## config.mk

```make
export PLATFORM = sky130hd
export DESIGN_NAME = regfile_mp_flat
export DESIGN_NICKNAME = d
export VERILOG_FILES = /design/src/rtl/regfile_mp_if.sv /design/src/rtl/regfile_mp.sv /design/src/flat_wrapper.sv
export SDC_FILE = /design/constraint.sdc
export NUM_CORES = 2
export LEC_CHECK = 0
export CAP_MARGIN = 10
export CORE_ASPECT_RATIO = 1.5
export CORE_MARGIN = 4
export CORE_UTILIZATION = 40
export CTS_CLUSTER_SIZE = 16
export DETAILED_ROUTE_END_ITERATION = 16
export GPL_ROUTABILITY_DRIVEN = 0
export MAX_ROUTING_LAYER = met4
export PLACE_DENSITY = 0.53
export RECOVER_POWER = 100
export SLEW_MARGIN = 30
export SYNTH_ARGS = -nofsm -noshare
export SYNTH_HDL_FRONTEND = slang
export SYNTH_SLANG_ARGS = --single-unit
```

## constraint.sdc

```tcl
create_clock -name CLK -period 2.65 [get_ports CLK]
set_input_delay 0.53 -clock CLK [delete_from_list [all_inputs] [get_ports CLK]]
set_output_delay 0.53 -clock CLK [all_outputs]
set_load 0.02 [all_outputs]
```

## src/rtl/regfile_mp_if.sv

```systemverilog
// regfile_mp port bundle: write ports, read ports and read data.
// Multi-port signals are packed per port, port j at [j*W +: W].
interface regfile_mp_if #(
  parameter int DW = 32,
  parameter int AW = 5,
  parameter int NR = 2,
  parameter int NW = 1
);
  logic [NW-1:0]          WEN;
  logic [NW*AW-1:0]       WA;
  logic [NW*(DW/8)-1:0]   WBE;
  logic [NW*DW-1:0]       DI;
  logic [NR-1:0]          REN;
  logic [NR*AW-1:0]       RA;
  logic [NR*DW-1:0]       DOUT;

  modport master (
    output WEN,
    output WA,
    output WBE,
    output DI,
    output REN,
    output RA,
    input  DOUT
  );

  modport slave (
    input  WEN,
    input  WA,
    input  WBE,
    input  DI,
    input  REN,
    input  RA,
    output DOUT
  );
endinterface

```

## src/rtl/regfile_mp.sv

```systemverilog
// Parametrised multi-port register file with byte strobes,
// optional zero entry, write bypass and optional registered read.
module regfile_mp #(
  parameter int DW       = 32,
  parameter int AW       = 5,
  parameter int ENTRY    = 32,
  parameter int NR       = 2,
  parameter int NW       = 1,
  parameter int ZERO_REG = 1,
  parameter int BYPASS   = 1,
  parameter int RD_REG   = 0
) (
  input  logic         CLK,
  input  logic         RSTN,
  regfile_mp_if.slave  bus
);
  localparam int NB = DW / 8;
  localparam int IW = (ENTRY > 1) ? $clog2(ENTRY) : 1;

  logic [DW-1:0] mem   [ENTRY];
  logic [AW-1:0] wa    [NW];
  logic [NB-1:0] wbe   [NW];
  logic [DW-1:0] wd    [NW];
  logic [NW-1:0] wok;
  logic [AW-1:0] ra    [NR];
  logic [DW-1:0] rdata [NR];

  // Address maps to a real, writable/readable entry.
  function automatic logic legal(
    input logic [AW-1:0] a
  );
    logic in_rng;
    logic is_zero;
    in_rng  = int'(a) < ENTRY;
    is_zero = (ZERO_REG != 0) && (a == '0);
    return in_rng && !is_zero;
  endfunction

  // Unpack write ports and qualify each one.
  always_comb begin
    for (int j = 0; j < NW; j++) begin
      wa[j]  = bus.WA[j*AW +: AW];
      wbe[j] = bus.WBE[j*NB +: NB];
      wd[j]  = bus.DI[j*DW +: DW];
      wok[j] = !bus.WEN[j] && legal(wa[j]);
    end
  end

  // Storage: ascending port order, so the highest
  // strobed port owns each contested byte.
  always_ff @(posedge CLK or negedge RSTN) begin
    if (!RSTN) begin
      for (int e = 0; e < ENTRY; e++) begin
        mem[e] <= '0;
      end
    end else begin
      for (int j = 0; j < NW; j++) begin
        for (int b = 0; b < NB; b++) begin
          if (wok[j] && wbe[j][b]) begin
            mem[wa[j][IW-1:0]][b*8 +: 8] <=
              wd[j][b*8 +: 8];
          end
        end
      end
    end
  end

  // Read select with per-byte write-first override.
  always_comb begin
    for (int i = 0; i < NR; i++) begin
      ra[i]    = bus.RA[i*AW +: AW];
      rdata[i] = '0;
      if (legal(ra[i])) begin
        rdata[i] = mem[ra[i][IW-1:0]];
      end
      if (BYPASS != 0) begin
        for (int j = 0; j < NW; j++) begin
          for (int b = 0; b < NB; b++) begin
            if (wok[j] && wbe[j][b] &&
                wa[j] == ra[i]) begin
              rdata[i][b*8 +: 8] = wd[j][b*8 +: 8];
            end
          end
        end
      end
    end
  end

  generate
    if (RD_REG != 0) begin : g_rreg
      logic [DW-1:0] dq [NR];

      // Output registers, loaded on active-low REN.
      always_ff @(posedge CLK or negedge RSTN) begin
        if (!RSTN) begin
          for (int i = 0; i < NR; i++) begin
            dq[i] <= '0;
          end
        end else begin
          for (int i = 0; i < NR; i++) begin
            if (!bus.REN[i]) begin
              dq[i] <= rdata[i];
            end
          end
        end
      end

      // Pack registered read data.
      always_comb begin
        bus.DOUT = '0;
        for (int i = 0; i < NR; i++) begin
          bus.DOUT[i*DW +: DW] = dq[i];
        end
      end
    end else begin : g_rasync
      logic unused_ren;
      assign unused_ren = ^bus.REN;

      // Pack combinational read data.
      always_comb begin
        bus.DOUT = '0;
        for (int i = 0; i < NR; i++) begin
          bus.DOUT[i*DW +: DW] = rdata[i];
        end
      end
    end
  endgenerate
endmodule

```

## src/flat_wrapper.sv

```systemverilog
// flat-port wrapper written by rule: the top's interface ports become plain ports
module regfile_mp_flat 
#(
  parameter int DW       = 32,
  parameter int AW       = 5,
  parameter int ENTRY    = 32,
  parameter int NR       = 2,
  parameter int NW       = 1,
  parameter int ZERO_REG = 1,
  parameter int BYPASS   = 1,
  parameter int RD_REG   = 0
)
  (CLK, RSTN, bus_WEN, bus_WA, bus_WBE, bus_DI, bus_REN, bus_RA, bus_DOUT);
  regfile_mp_if #(.DW(DW), .AW(AW), .NR(NR), .NW(NW)) bus_i ();
  input  logic CLK;
  input  logic RSTN;
  input wire logic [$bits(bus_i.WEN)-1:0] bus_WEN;
  input wire logic [$bits(bus_i.WA)-1:0] bus_WA;
  input wire logic [$bits(bus_i.WBE)-1:0] bus_WBE;
  input wire logic [$bits(bus_i.DI)-1:0] bus_DI;
  input wire logic [$bits(bus_i.REN)-1:0] bus_REN;
  input wire logic [$bits(bus_i.RA)-1:0] bus_RA;
  output wire logic [$bits(bus_i.DOUT)-1:0] bus_DOUT;
  assign bus_i.WEN = bus_WEN;
  assign bus_i.WA = bus_WA;
  assign bus_i.WBE = bus_WBE;
  assign bus_i.DI = bus_DI;
  assign bus_i.REN = bus_REN;
  assign bus_i.RA = bus_RA;
  assign bus_DOUT = bus_i.DOUT;
  regfile_mp #(.DW(DW), .AW(AW), .ENTRY(ENTRY), .NR(NR), .NW(NW), .ZERO_REG(ZERO_REG), .BYPASS(BYPASS), .RD_REG(RD_REG)) u_core (.CLK(CLK), .RSTN(RSTN), .bus(bus_i));
endmodule
```

## After elaboration in Yosys (flattened, before gate mapping)

Index checks and enable logic that the tools add are counted.

| storage, ports and cells | value |
|---|---|
| bits of input ports | 56 |
| word-level logic and storage cells | 92 |
| output and inout bits | 64 |
| register bits | 1024 |

| operators by class | value |
|---|---|
| mux-type cells | 32 |
| bitwise logic cells | 3 |
| equality and inequality tests | 2 |
| reductions and logical operators | 19 |
| $lt $le $gt $ge | 4 |

Operator list:

| cell | number |
|---|---|
| bitwise mux 1024 bit | 4 |
| 2-to-1 mux 1024 bit | 4 |
| demux 32 bit (select 5 bit) | 4 |
| binary-select mux 32 bit (select 5 bit) | 2 |
| 2-to-1 mux 32 bit | 7 |
| 2-to-1 mux 8 bit | 9 |
| 2-to-1 mux 24 bit | 1 |
| greater-or-equal comparator 6 bit, second input constant | 3 |
| NOT 5 -> 6 bit | 3 |
| 2-to-1 mux 16 bit | 1 |
| logical NOT 5 bit | 3 |
| logical AND 1 bit | 14 |
| equality test 5 bit | 2 |
| < comparator 6 x 1 -> 1 bit, second input constant | 1 |
| logical NOT 1 bit | 2 |

## Longest topological paths before layout

| logic depth | value |
|---|---|
| depth in word-level cells | 13 |
| mapped depth | 11 |
| mapped depth without buffers | 6 |

## Worst setup path before layout

OpenSTA, ideal clock, no wires.

| timing | value |
|---|---|
| kind | input-to-output |
| start point | input port bus_RA[5] |
| end point | output port bus_DOUT[33] |
| data arrival time | 2.294 ns |
| buffers on the path | 3 |
| cell stages on the path | 7 |
| setup slack | -0.174 ns |
| required time | 2.120 ns |
| cell sequence | buf_6 -> buf_6 -> buf_2 -> mux4_2 -> mux4_2 -> nand2_1 -> a31oi_1 |

| between the ends | value |
|---|---|
| longest elaborated chain between the ends | 6 |
| elaborated cells between the ends (all ways) | 9 |

RTL lines:

| what | line | RTL |
|---|---|---|
| from (decl) | flat_wrapper.sv:22 | `input wire logic [$bits(bus_i.RA)-1:0] bus_RA;` |
| NOT 5 -> 6 bit (implied by the code) | regfile_mp.sv:74 | `rdata[i] = mem[ra[i][IW-1:0]];` |
| binary-select mux 32 bit (select 5 bit) | regfile_mp.sv:74 |  |
| 2-to-1 mux 32 bit (implied by the code) (2 in a row) | regfile_mp.sv:74 |  |
| 2-to-1 mux 32 bit | regfile_mp.sv:73 | `if (legal(ra[i])) begin` |
| 2-to-1 mux 8 bit * | regfile_mp.sv:79 | `if (wok[j] && wbe[j][b] &&` |
| to (decl) | flat_wrapper.sv:23 | `output wire logic [$bits(bus_i.DOUT)-1:0] bus_DOUT;` |

Mark *: on every way between the ends. The rest lies on a longest branch, timed or not. The select of a mux whose other input is x is not followed.

## Worst setup path in the final report

| timing | value |
|---|---|
| start point | register u_core.mem[399] (netlist name) |
| end point | output port bus_DOUT[15] |

| between the ends | value |
|---|---|
| longest elaborated chain between the ends | 5 |

RTL lines:

| what | line | RTL |
|---|---|---|
| from (decl) | regfile_mp.sv:20 | `logic [DW-1:0] mem [ENTRY];` |
| from (signal, indexed assignment) | regfile_mp.sv:60 | `mem[wa[j][IW-1:0]][b*8 +: 8] <=` |
| binary-select mux 32 bit (select 5 bit) | regfile_mp.sv:74 |  |
| 2-to-1 mux 32 bit (implied by the code) (2 in a row) | regfile_mp.sv:74 |  |
| 2-to-1 mux 32 bit | regfile_mp.sv:73 |  |
| 2-to-1 mux 8 bit | regfile_mp.sv:79 |  |

Every way passes these cells. The select of a mux whose other input is x is not followed.

==> reports/metrics.yaml <==
timing:
  hold_violations: 0
  fin_crit_sh_pct: 124
  maxSlewViolCount: 39
  relSlewSlack_pct: -1.70
  finalCriticalPeriod_ns: 3.27
  finalSetupViolCount: 72
  rsz0062_at_grt: "true"
  worstMarginPinSlew_ns: 1.53
  final.setup.worst_slack_ns: -0.624
  clock-skew-final_ns: 0
  max_freq_ghz: 0.305
layout:
  design_area_um2: 73200
  syn2layout_area_growth_pct: 30.5
  final-instance-count-excl-fill: 6899
  top_regs: "u_core.mem (1024)"
  largest_reg_flops: 1024
  drive_gt1_share_pct: 59.5
  final_nets: 5001
  regMostFlops: "u_core.mem"
floorplanning:
  start_util_pct: 40.2
  rows: 168
  core_um2: 140000
  die_height_um: 467
  die_area_um2: 146000
  dieWidth_um: 314
  num_io_pins: 120
clock_tree:
  clk_pin_slew_ns: 0.06
  cts_buffers: 106
  cts_tree: "built"
  clock-sinks: 1024
  worstSkewPairLatency_ns: 0.72
  cts_buffer_depth: 3
  htree_levels: 3
  ctsRootBufferMaster: "clkbuf_16"
grt:
  grt_usage_pct: 29.5
  use_met3_pct: 3.70
  busiest_layer: "met2"
  first_global_vias: 42700
  grt_max_degree: 92
  use_met2_pct: 48.4
  antenna_found_initial: 5
  grt_pass1_wl_um: 306000
  grt.overflow.total: 0
  met1_usage_pct: 37.9
drt:
  drt_wl_total_um: 213000
  vias: 41000
  first_pass_iters: 5
  drc: 0
  wire_per_inst_um: 30.9
  vias_per_cell: 5.95
  drt-initial-drc-count: 2905
  final_antenna_net_count: 0
synth:
  synth_top_area_share_pct: 45.7
  synthTopCellsByArea: "dfrtp_1 (46%), mux2_2 (19%), mux4_2 (16%)"
  yosysTopAreaCell: "dfrtp_1"
  syn-num-nets: 4069
  yosysSeqAreaShare_pct: 45.7
  syn_inst: 4013
  ys.flop_type: "dfrtp_1"
  synth-edff-count: 0
  synthTopCellsByCount: "dfrtp_1 (1024), mux2_2 (965), mux4_2 (407), mux2i_1 (291), nand2_1 (209)"
  synth_area_um2: 56100
  async_reset_ff_share_pct: 100
  synth_most_common_cell: "dfrtp_1"
  yosysWarnings: 0
  yosysUniqueCellTypes: 56
  syn_avg_cell_area_um2: 14.0
  synth.ff_latch_count: 1024
outcome:
  status: "finished, violations left"
  violations: "max-capacitance violations, max-slew violations, negative setup slack"
critical_path:
  critPathCapture: "bus_DOUT[15]"
  worstPathMaxFanout: 2
  worstSetupPathType: "flop to output port"
  reg2reg_slack_ns: 1.65
  r2r-start: "u_core.mem[431]"
  required_ns: 2.12
  r2r_cells: 3
  cp-start-kind: "flop"
  cp-end-kind: "output port"
  cp-startpoint: "u_core.mem[399]"
  rr_endpoint: "u_core.mem[431]"
  critical_path_arrival_ns: 2.74
placement:
  place_area_um2: 68400
  dp_hpwl_um: 145000
  place_ws_ns: -1.22
  dp.cells: 6594
  port_buffers: 117
min_path:
  hp-class: "flop to flop"
  hp-start: "u_core.mem[1019]"
power:
  p_leak_uw: 0.0335
  p_per_area_nw_per_um2: 615
  ir_drop_v: 0.000501
run:
  drv_cap: 1
-- cells in the final DEF (no fill, tap or decap), drive strengths merged, types with 3 or more instances in the layout --
cell,count
nor3b,3
and2,7
mux2,965
and3,6
dlymetal6s2s,4
clkinvlp,5
bufbuf,4
o31ai,7
a21oi,83
a221oi,100
nand2b,21
diode,4
a211oi,12
mux2i,291
nor2,129
a221o,10
nand3,17
a2111oi,5
dfrtp,1024
o21ai,104
a22oi,54
clkbuf,331
nor2b,21
bufinv,9
clkinv,24
inv,13
xor2,6
and4,3
a21o,13
nor3,10
o21a,7
o311ai,15
clkdlybuf4s50,36
o21bai,4
nand2,239
a31oi,29
mux4,407
xnor2,4
o22ai,23
buf,966
-- through the flow --
| stage | hold WS [ns] | TNS, ns | power, uW | util (%) |
|---|---|---|---|---|
| after floorplan | 0.234 | -1.60 | 24500 | - |
| after global placement | 0.377 | -248.28 | 28500 | 49.0 |
| after CTS | 0.352 | -28.89 | 45000 | 52.9 |
| after global routing | 0.410 | -42.34 | 46700 | 52.4 |
| after detailed placement | 0.383 | -218.63 | 28700 | 49.0 |
| final | 0.397 | -26.52 | 45000 | 52.4 |
-- where the power goes --
group | total (uW) | leakage [uW] | switching (uW) | internal, uW
Sequential | 19100 | 0.0137 | 1420 | 17600
Combinational | 10300 | 0.0181 | 4460 | 5830
Clock | 15700 | 0.00176 | 6720 | 8960
Total | 45000 | 0.0335 | 12600 | 32400
-- routing by layer --
metal	wire length, um	vias up
met5	0	-
met4	9040	0
met3	11600	436
met2	105000	1367
met1	87900	22000
li1	-	17300
-- timing repair --
item	CTS	global route
resized for setup	630	211
setup buffers	63	55
hold buffers	1	0
pin swaps	117	100
cloned	8	10
hold endpoints to repair	19	0
setup endpoints to repair	64	64
-- worst max-delay path, stage by stage, from the launching register on --
cell and delay, ns:
dfrtp_1 0.38, mux4_2 0.47, mux4_2 0.50, nand2_2 0.11, nor4b_4 0.27, a21oi_4 0.15
buf_6 0.15
-- how the worst min path moves through the flow --
stage,to,cells after the start
4_1_cts,u_core.mem[596],2
6_report,u_core.mem[1019],0
3_3_place_gp,u_core.mem[1023],0
3_5_place_dp,u_core.mem[1023],0
5_1_grt,u_core.mem[1021],0
2_1_floorplan,u_core.mem[0],0
-- cell type report --
class	count	area (um^2)
Multi-Input combinational cell	2606	30300
Clock inverter	41	492
Clock buffer	147	3080
Timing Repair Buffer	1197	11300
Antenna cell	4	10.0
Fill cell	12000	66400
Tap cell	1870	2340
Inverter	10	40.0
Sequential cell	1024	25600
-- kinds of logic (layout without fill, tap and decap cells) --
logic type                count (synthesis)  count (layout)  synth area share [%]
AOI/OAI and AO/OA                       469             469                  5.68
other                                     0               4                     0
and+or+nand+nor                         464             464                  3.86
buffers and inverters                   383            1395                  3.68
xor gates and xnor gates                 10              10                 0.156
muxes                                  1663            1663                  40.9
DFF                                    1024            1024                  45.7
Note: power is estimated with default switching activity, not from simulation.
